`src/rtl/apb_pkg.sv`:
```
// Purpose: shared types and widths for the APB3 initiator bridge.
// Latency: n/a (types and constants only).
// Backpressure: n/a.
package apb_pkg;

    // Default bus widths; the bridge takes these as parameter defaults.
    localparam int APB_ADDR_W = 10;
    localparam int APB_DATA_W = 32;

    typedef enum logic [1:0] {
        IDLE   = 2'd0,
        SETUP  = 2'd1,
        ACCESS = 2'd2,
        RESP   = 2'd3
    } apb_state_e;

    typedef struct packed {
        logic                  write;
        logic [APB_ADDR_W-1:0] addr;
        logic [APB_DATA_W-1:0] wdata;
    } apb_req_t;

    typedef struct packed {
        logic [APB_DATA_W-1:0] rdata;
        logic                  err;
        logic                  timeout;
    } apb_rsp_t;

    // Width of a counter that must hold values 0..n, never narrower than 1 bit.
    function automatic int cnt_width(input int n);
        int w;
        w = (n <= 0) ? 1 : $clog2(n + 1);
        return (w < 1) ? 1 : w;
    endfunction

endpackage

```
`src/rtl/apb_master_bridge.sv`:
```
// Purpose: APB3 initiator; one APB transfer per valid/ready request, response returned on a valid/ready stream.
// Latency: request accepted in cycle N -> SETUP N+1, ACCESS N+2, response valid N+3 plus one cycle per wait state.
// Backpressure: req_ready_o only in IDLE; response held stable in RESP until rsp_ready_i, blocking new requests.
//
// Ports:
//   clk, rst                    single clock, synchronous active-high reset
//   req_valid_i/req_ready_o     request handshake; req_write_i, req_addr_i, req_wdata_i carry the request
//   rsp_valid_o/rsp_ready_i     response handshake; rsp_rdata_o, rsp_err_o, rsp_timeout_o carry the result
//   busy_o                      high whenever a transfer or response is in flight
//   PADDR..PSLVERR              APB3 initiator interface
module apb_master_bridge
    import apb_pkg::*;
#(
    parameter int APB_AW         = APB_ADDR_W,
    parameter int APB_DW         = APB_DATA_W,
    parameter int TIMEOUT_CYCLES = 256
) (
    input  logic              clk,
    input  logic              rst,

    input  logic              req_valid_i,
    output logic              req_ready_o,
    input  logic              req_write_i,
    input  logic [APB_AW-1:0] req_addr_i,
    input  logic [APB_DW-1:0] req_wdata_i,

    output logic              rsp_valid_o,
    input  logic              rsp_ready_i,
    output logic [APB_DW-1:0] rsp_rdata_o,
    output logic              rsp_err_o,
    output logic              rsp_timeout_o,

    output logic              busy_o,

    output logic [APB_AW-1:0] PADDR,
    output logic              PSEL,
    output logic              PENABLE,
    output logic              PWRITE,
    output logic [APB_DW-1:0] PWDATA,
    input  logic [APB_DW-1:0] PRDATA,
    input  logic              PREADY,
    input  logic              PSLVERR
);

    localparam int              CNT_W      = cnt_width(TIMEOUT_CYCLES);
    localparam bit              TIMEOUT_EN = (TIMEOUT_CYCLES != 0);
    // Value the counter holds during the last permitted wait cycle.
    localparam logic [CNT_W-1:0] CNT_LAST  = CNT_W'((TIMEOUT_CYCLES > 0) ? (TIMEOUT_CYCLES - 1) : 0);
    localparam logic [CNT_W-1:0] CNT_MAX   = {CNT_W{1'b1}};

    apb_state_e       state;
    logic [CNT_W-1:0] tmo_cnt;
    logic             req_fire;

    assign req_ready_o = (state == IDLE) && !rst;
    assign busy_o      = (state != IDLE);
    assign req_fire    = req_valid_i && req_ready_o;

    always_ff @(posedge clk) begin
        if (rst) begin
            state         <= IDLE;
            PSEL          <= 1'b0;
            PENABLE       <= 1'b0;
            PWRITE        <= 1'b0;
            PADDR         <= '0;
            PWDATA        <= '0;
            rsp_valid_o   <= 1'b0;
            rsp_err_o     <= 1'b0;
            rsp_timeout_o <= 1'b0;
            rsp_rdata_o   <= '0;
            tmo_cnt       <= '0;
        end else begin
            case (state)
                IDLE: begin
                    // Address/data/direction only move on acceptance, so the
                    // bus stays quiet between transfers.
                    if (req_fire) begin
                        PADDR   <= req_addr_i;
                        PWDATA  <= req_wdata_i;
                        PWRITE  <= req_write_i;
                        PSEL    <= 1'b1;
                        PENABLE <= 1'b0;
                        state   <= SETUP;
                    end
                end

                SETUP: begin
                    PENABLE <= 1'b1;
                    tmo_cnt <= '0;
                    state   <= ACCESS;
                end

                ACCESS: begin
                    // A completing PREADY wins over the watchdog in the same cycle.
                    if (PREADY) begin
                        rsp_rdata_o   <= PWRITE ? '0 : PRDATA;
                        rsp_err_o     <= PSLVERR;
                        rsp_timeout_o <= 1'b0;
                        rsp_valid_o   <= 1'b1;
                        PSEL          <= 1'b0;
                        PENABLE       <= 1'b0;
                        state         <= RESP;
                    end else if (TIMEOUT_EN && (tmo_cnt == CNT_LAST)) begin
                        rsp_rdata_o   <= '0;
                        rsp_err_o     <= 1'b1;
                        rsp_timeout_o <= 1'b1;
                        rsp_valid_o   <= 1'b1;
                        PSEL          <= 1'b0;
                        PENABLE       <= 1'b0;
                        state         <= RESP;
                    end else if (tmo_cnt != CNT_MAX) begin
                        // Saturating: with the watchdog disabled the count
                        // parks at all-ones instead of wrapping.
                        tmo_cnt <= tmo_cnt + 1'b1;
                    end
                end

                RESP: begin
                    // PENABLE is low here and in the following IDLE cycle,
                    // giving the slave a clean falling edge per transfer.
                    if (rsp_ready_i) begin
                        rsp_valid_o <= 1'b0;
                        tmo_cnt     <= '0;
                        state       <= IDLE;
                    end
                end

                default: begin
                    PSEL        <= 1'b0;
                    PENABLE     <= 1'b0;
                    rsp_valid_o <= 1'b0;
                    state       <= IDLE;
                end
            endcase
        end
    end

endmodule

```
`config.mk`:
```
export PLATFORM = sky130hd
export DESIGN_NAME = apb_master_bridge
export DESIGN_NICKNAME = d
export VERILOG_FILES = /design/src/rtl/apb_pkg.sv /design/src/rtl/apb_master_bridge.sv
export SDC_FILE = /design/constraint.sdc
export NUM_CORES = 1
export LEC_CHECK = 0
export ABC_AREA = 1
export CORE_MARGIN = 2
export CORE_UTILIZATION = 35
export DETAILED_ROUTE_END_ITERATION = 16
export GPL_TIMING_DRIVEN = 0
export PLACE_DENSITY = 0.69
export SETUP_SLACK_MARGIN = 0.15
export SKIP_LAST_GASP = 1
export SLEW_MARGIN = 25
export SYNTH_ARGS = -nofsm -noshare
export SYNTH_HDL_FRONTEND = slang
export SYNTH_SLANG_ARGS = --single-unit
```
`constraint.sdc`:
```
create_clock -name clk -period 3.3 [get_ports clk]
set_input_delay 0.495 -clock clk [delete_from_list [all_inputs] [get_ports clk]]
set_output_delay 0.495 -clock clk [all_outputs]
set_load 0.005 [all_outputs]
```
After elaboration in Yosys (flattened, before gate mapping)
Index checks and enable logic that the tools add are counted.

storage, ports and cells
  input bits = 81
  flip-flop bits (word level) = 91

cells by class
  reductions and logical operators = 17
  eq/ne operators = 11
  multiplexer cells = 25
  $add $sub $neg = 1

operators with widths
  kind                                            number
  two-way mux 32 bit                              3
  two-way mux 9 bit                               4
  case mux 9 bit (3 select lines)                 1
  AND reduction 3 bit                             4
  inequality test 2 bit (second input constant)   5
  adder 9 x 1 -> 9 bit (second input constant)    1
  == test 9 x 8 -> 1 bit (second input constant)  1
  two-way mux 1 bit                               9
  inequality test 9 bit (second input constant)   1
  two-way mux 2 bit                               4
  case mux 2 bit (4 select lines)                 1
  nonzero test 2 bit                              4
  nonzero test 3 bit                              2
  AND reduction 5 bit                             1
  == test 2 bit (second input constant)           2
  case mux 1 bit (2 select lines)                 2
  AND reduction 2 bit                             2
  inequality test 3 bit (second input constant)   1
  case mux 1 bit (3 select lines)                 1
  == test 2 x 1 -> 1 bit (second input constant)  1
  logical AND 1 bit                               2
  logical NOT 2 bit                               1
  logical NOT 1 bit                               1

Depth between registers and ports, before layout
  word-level depth = 5
  mapped depth = 12

Worst setup path after synthesis
OpenSTA, ideal clock, no wires.

  kind = register to register
  start point = reg tmo_cnt[0]
  end point = reg rsp_rdata_o[10]
  stages on the path, launching flop included = 12
  buffers on the path = 1
  clock period less this slack = 1.729 ns
  slack = 1.571 ns
  arrival = 1.597 ns
  library setup time = 0.132 ns
  path through = dfxtp_1 > ha_1 > nand2_1 > nor2_1 > and3_1 > ha_1 > nand2_4 > nand2_8 > inv_4 > buf_6 > nand2_1 > a21oi_1

on the way
  word-level cells in the longest chain between the ends = 3

ends and longest elaborated chain
  element                               line                      RTL
  start, declared                       apb_master_bridge.sv:52   logic [CNT_W-1:0] tmo_cnt;
  start signal, assigned                apb_master_bridge.sv:114  tmo_cnt <= tmo_cnt + 1'b1;
  == test 9 x 8 -> 1 bit                apb_master_bridge.sv:103  end else if (TIMEOUT_EN && (tmo_cnt == CNT_LAST)) begin
  nonzero test 2 bit (no source line)   --
  AND reduction 2 bit (no source line)  --
  end signal, assigned                  apb_master_bridge.sv:96   rsp_rdata_o <= PWRITE ? '0 : PRDATA;
  end, declared                         apb_master_bridge.sv:29   output logic [APB_DW-1:0] rsp_rdata_o,

Every way passes these cells.
A chain may end at the register's enable or synchronous reset.

Worst setup path after layout
  start point = in rst
  end point = out req_ready_o

on the way
  word-level cells in the longest chain between the ends = 2

ends and longest elaborated chain
  element            line                     RTL
  start, declared    apb_master_bridge.sv:19  input logic rst,
  logical NOT 1 bit  apb_master_bridge.sv:55  assign req_ready_o = (state == IDLE) && !rst;
  logical AND 1 bit  apb_master_bridge.sv:55
  end, declared      apb_master_bridge.sv:22  output logic req_ready_o,

Every way passes these cells.

==> results.txt <==
----------------------------------------------------
[Synthesis]
  Cell with the most instances after synthesis ... sky130_fd_sc_hd__nand2_1
  Number of nets in the synthesized netlist ... between 500 and 600
  Main synth FF type ... sky130_fd_sc_hd__dfxtp_1
  Async SR Flop Fraction ... 0%
  Largest area contributor in the synthesized netlist ... sky130_fd_sc_hd__dfxtp_1
  Synth top area share ... about 50%
  Combined area of all synthesized cells ... approximately 0.0037 mm2
  Top post-synthesis cells by area ... sky130_fd_sc_hd__dfxtp_1 50%, sky130_fd_sc_hd__nand2_1 15%, sky130_fd_sc_hd__nand3_1 11%, sky130_fd_sc_hd__a21oi_1 5.3%, sky130_fd_sc_hd__buf_6 3.1%
  EDFF count, synth ... 0
  Number of different library cells in the post-synthesis netlist ... 27
  Leading post-synthesis cells by instance count ... 143 x sky130_fd_sc_hd__nand2_1, 91 x sky130_fd_sc_hd__dfxtp_1, 82 x sky130_fd_sc_hd__nand3_1, 39 x sky130_fd_sc_hd__a21oi_1, 25 x sky130_fd_sc_hd__nor2_1
  Syn Inst Count ... around 470
  Synthesized area divided by synthesized cell count ... 7.91 um2
  Synthesis warning total ... 0
  Share of the yosys chip area belonging to registers ... between 40% and 50%
  Seq cells post-synth ... approximately 90

[Route]
  Wire length after detailed routing ... 9980 um
  Number of remaining DRC errors ... 0
  Initial drt markers ... between 200 and 300
  Avg Vias per Cell ... between 4 and 5
  Total via count in the routed design ... 3598
  Pre-Repair DR Iteration Count ... 4
  Drt wl/cell ... 12.8 um
  Antenna-violating nets left ... 0

[Clock network]
  Number of buffers on the longest clock path ... 2
  TritonCTS clock tree ... built
  Post-CTS setup buffer count ... 0
  Cell chosen for the clock root ... sky130_fd_sc_hd__clkbuf_8
  H-tree depth ... 3
  Total CTS buffers ... 9
  Cts hold-fix bufs ... 0
  Clock latency on the worst-skew pair ... roughly 0.35 ns
  Clk sinks ... 91
  Cts repair resizes ... 0
  Reg clk slew, reported paths ... roughly 0.09 ns

[Timing]
  Final hold violation count ... 0
  Worst-case clock skew ... 0.00725 ns
  Pin slew with the least headroom to its limit ... around 0.51 ns
  Setup repair after global routing missed its margin ... false
  Post-route clock period utilization ... 65.8%
  Setup TNS after final layout ... 0 ns
  Peak Freq ... 460 MHz
  Relative slew slack ... 66.2%
  Min Clock Period, post-route ... ~2.2 ns
  Total count of max-transition violations in the final report ... 0
  Min Hold Slack ... between 0.4 and 0.5 ns
  Number of setup violations in the final report ... 0

[Die]
  Core region area ... 0.0103 mm2
  Height of the chip ... 107 um
  IO Count ... 163
  Die width ... ~110 um
  FP Rows ... 37
  Initial core utilization ... a little over a third
  Area of the die ... 0.0113 mm2

[Place]
  Post-DP HPWL ... 7550 um
  Instance area after placement ... ~0.0055 mm2
  RD Place Congestion ... 0.775
  Number of port buffers ... ~160

[GRT]
  Global-route wire length before repair ... 16100 um
  Aggregate global routing overflow ... 0
  Total GRT Usage ... roughly 18%
  Via count of the first global-routing pass ... between 3000 and 4000
  Pin count of the biggest net entering global routing ... 17
  Number of antenna violations at the first check in global routing ... 0

[Power]
  VDD IR max ... between 200 and 300 uV
  Total power ... between 3 and 4 mW
  Power per cell area ... 607 mW/mm2
  Cell leakage power ... 2.32 nW

[Final layout]
  Layout filler cell count ... roughly 980
  Area added between synthesis and finish ... 54.0%
  Number of antenna repair diodes ... 0
  Ratio of cells with drive above 1 in the final layout ... 8.41%
  Nets@finish ... just over 700
  Final instance area ... 0.00566 mm2

[Hold path]
  Worst hold-check path type ... flop to flop

[Worst setup path]
  Highest fanout seen on the critical path ... 4
  Arr. time, crit path ... 1.68 ns
  Setup Crit Path Kind ... input port to output port
  Worst path required time ... around 2.8 ns
  Sort of element at the end of the critical path ... output port
  Startpoint types ... input port

[Outcome]
  Result of the run ... completed

[Run]
  Number of violations of the max-capacitance limit ... 0

----------------------------------------------------
-- final timing paths --
check,start,endpoint,slack (ns),cells past startpoint
setup / recovery,rst,req_ready_o,1.13,3
hold / removal,rsp_rdata_o[11]$_SDFFE_PP0P_,rsp_rdata_o[11]$_SDFFE_PP0P_,0.46,2
setup reg to reg,tmo_cnt[0]$_SDFFE_PP0P_,rsp_rdata_o[5]$_SDFFE_PP0P_,1.27,11
hold reg to reg,rsp_rdata_o[11]$_SDFFE_PP0P_,rsp_rdata_o[11]$_SDFFE_PP0P_,0.46,2
-- metrics by stage --
step,setup WS (ns),util (%),instances
6_report,1.13,55.1,778
5_1_grt,1.02,55.1,778
4_1_cts,1.10,55.1,778
3_5_place_dp,1.10,53.2,763
3_3_place_gp,1.10,53.2,763
2_1_floorplan,1.57,-,465
-- layout make-up --
type                            instances  area (um2)  area share, %
Buffer                                 27         193           3.40
Multi-Input combinational cell        324        1570           27.7
Clock inverter                          6        70.1           1.24
Clock buffer                            9         124           2.19
Sequential cell                        91        1820           32.2
Inverter                               23        93.8           1.66
Tap cell                              136         170           3.00
Timing Repair Buffer                  162        1620           28.6
-- per-layer routing --
metal / global-route usage, % / wire length (um) / vias up
met1: 21.3 / 4370 / 1608
li1: - / - / 1849
met2: 28.6 / 4440 / 129
met5: 0 / 0 / -
met4: 5.47 / 131 / 0
met3: 7.11 / 1030 / 12
-- critical path: stages --
cell	delay, ns
sky130_fd_sc_hd__clkdlybuf4s50_1	0.48
sky130_fd_sc_hd__nor2_2	0.18
sky130_fd_sc_hd__clkdlybuf4s50_1	0.52
-- power breakdown --
group          switching (mW)  total (mW)  internal (mW)  leakage [nW]
Combinational           0.631        1.28          0.651          1.48
Sequential              0.105        1.39           1.28         0.742
Clock                   0.414       0.771          0.356         0.101
-- sequential cells by signal, indices dropped and copies added (netlist names) --
name           count
PADDR             10
rsp_valid_o        1
tmo_cnt            9
rsp_timeout_o      1
PWDATA            32
state              2
PWRITE             1
PSEL               1
rsp_rdata_o       32
rsp_err_o          1
PENABLE            1
-- cell families after synthesis --
logic type,synth area share [%]
AOI/OAI and AO/OA,6.74
adders and majority gates,2.72
buffers and inverters,7.79
DFF,49.5
and+or+nand+nor,33.2
-- cells in the final DEF (no fill, tap or decap) --
cell,Yosys,layout
sky130_fd_sc_hd__nor2_1,25,25
sky130_fd_sc_hd__o22ai_1,1,1
sky130_fd_sc_hd__o211ai_1,1,1
sky130_fd_sc_hd__nor2_8,2,2
sky130_fd_sc_hd__a21oi_2,1,1
sky130_fd_sc_hd__inv_1,19,19
sky130_fd_sc_hd__dfxtp_1,91,91
sky130_fd_sc_hd__inv_2,1,1
sky130_fd_sc_hd__clkbuf_8,0,9
sky130_fd_sc_hd__clkdlybuf4s50_1,0,162
sky130_fd_sc_hd__buf_4,1,1
sky130_fd_sc_hd__buf_6,10,10
sky130_fd_sc_hd__ha_1,8,8
sky130_fd_sc_hd__a21oi_1,39,39
sky130_fd_sc_hd__nand2_8,2,2
sky130_fd_sc_hd__nand3_2,3,3
sky130_fd_sc_hd__clkinv_2,0,1
sky130_fd_sc_hd__bufinv_16,0,1
sky130_fd_sc_hd__clkbuf_1,4,4
sky130_fd_sc_hd__nand2_4,1,1
sky130_fd_sc_hd__nand2_1,143,143
sky130_fd_sc_hd__nor3b_1,1,1
sky130_fd_sc_hd__buf_1,2,2
sky130_fd_sc_hd__nor3_1,3,3
sky130_fd_sc_hd__o21ai_0,6,6
sky130_fd_sc_hd__nand2_2,4,4
sky130_fd_sc_hd__nor2_2,1,1
sky130_fd_sc_hd__inv_4,3,3
sky130_fd_sc_hd__buf_2,10,10
sky130_fd_sc_hd__and3_1,1,1
sky130_fd_sc_hd__nand3_1,82,82
sky130_fd_sc_hd__inv_6,0,4
Note: power is estimated with default switching activity, not from simulation.
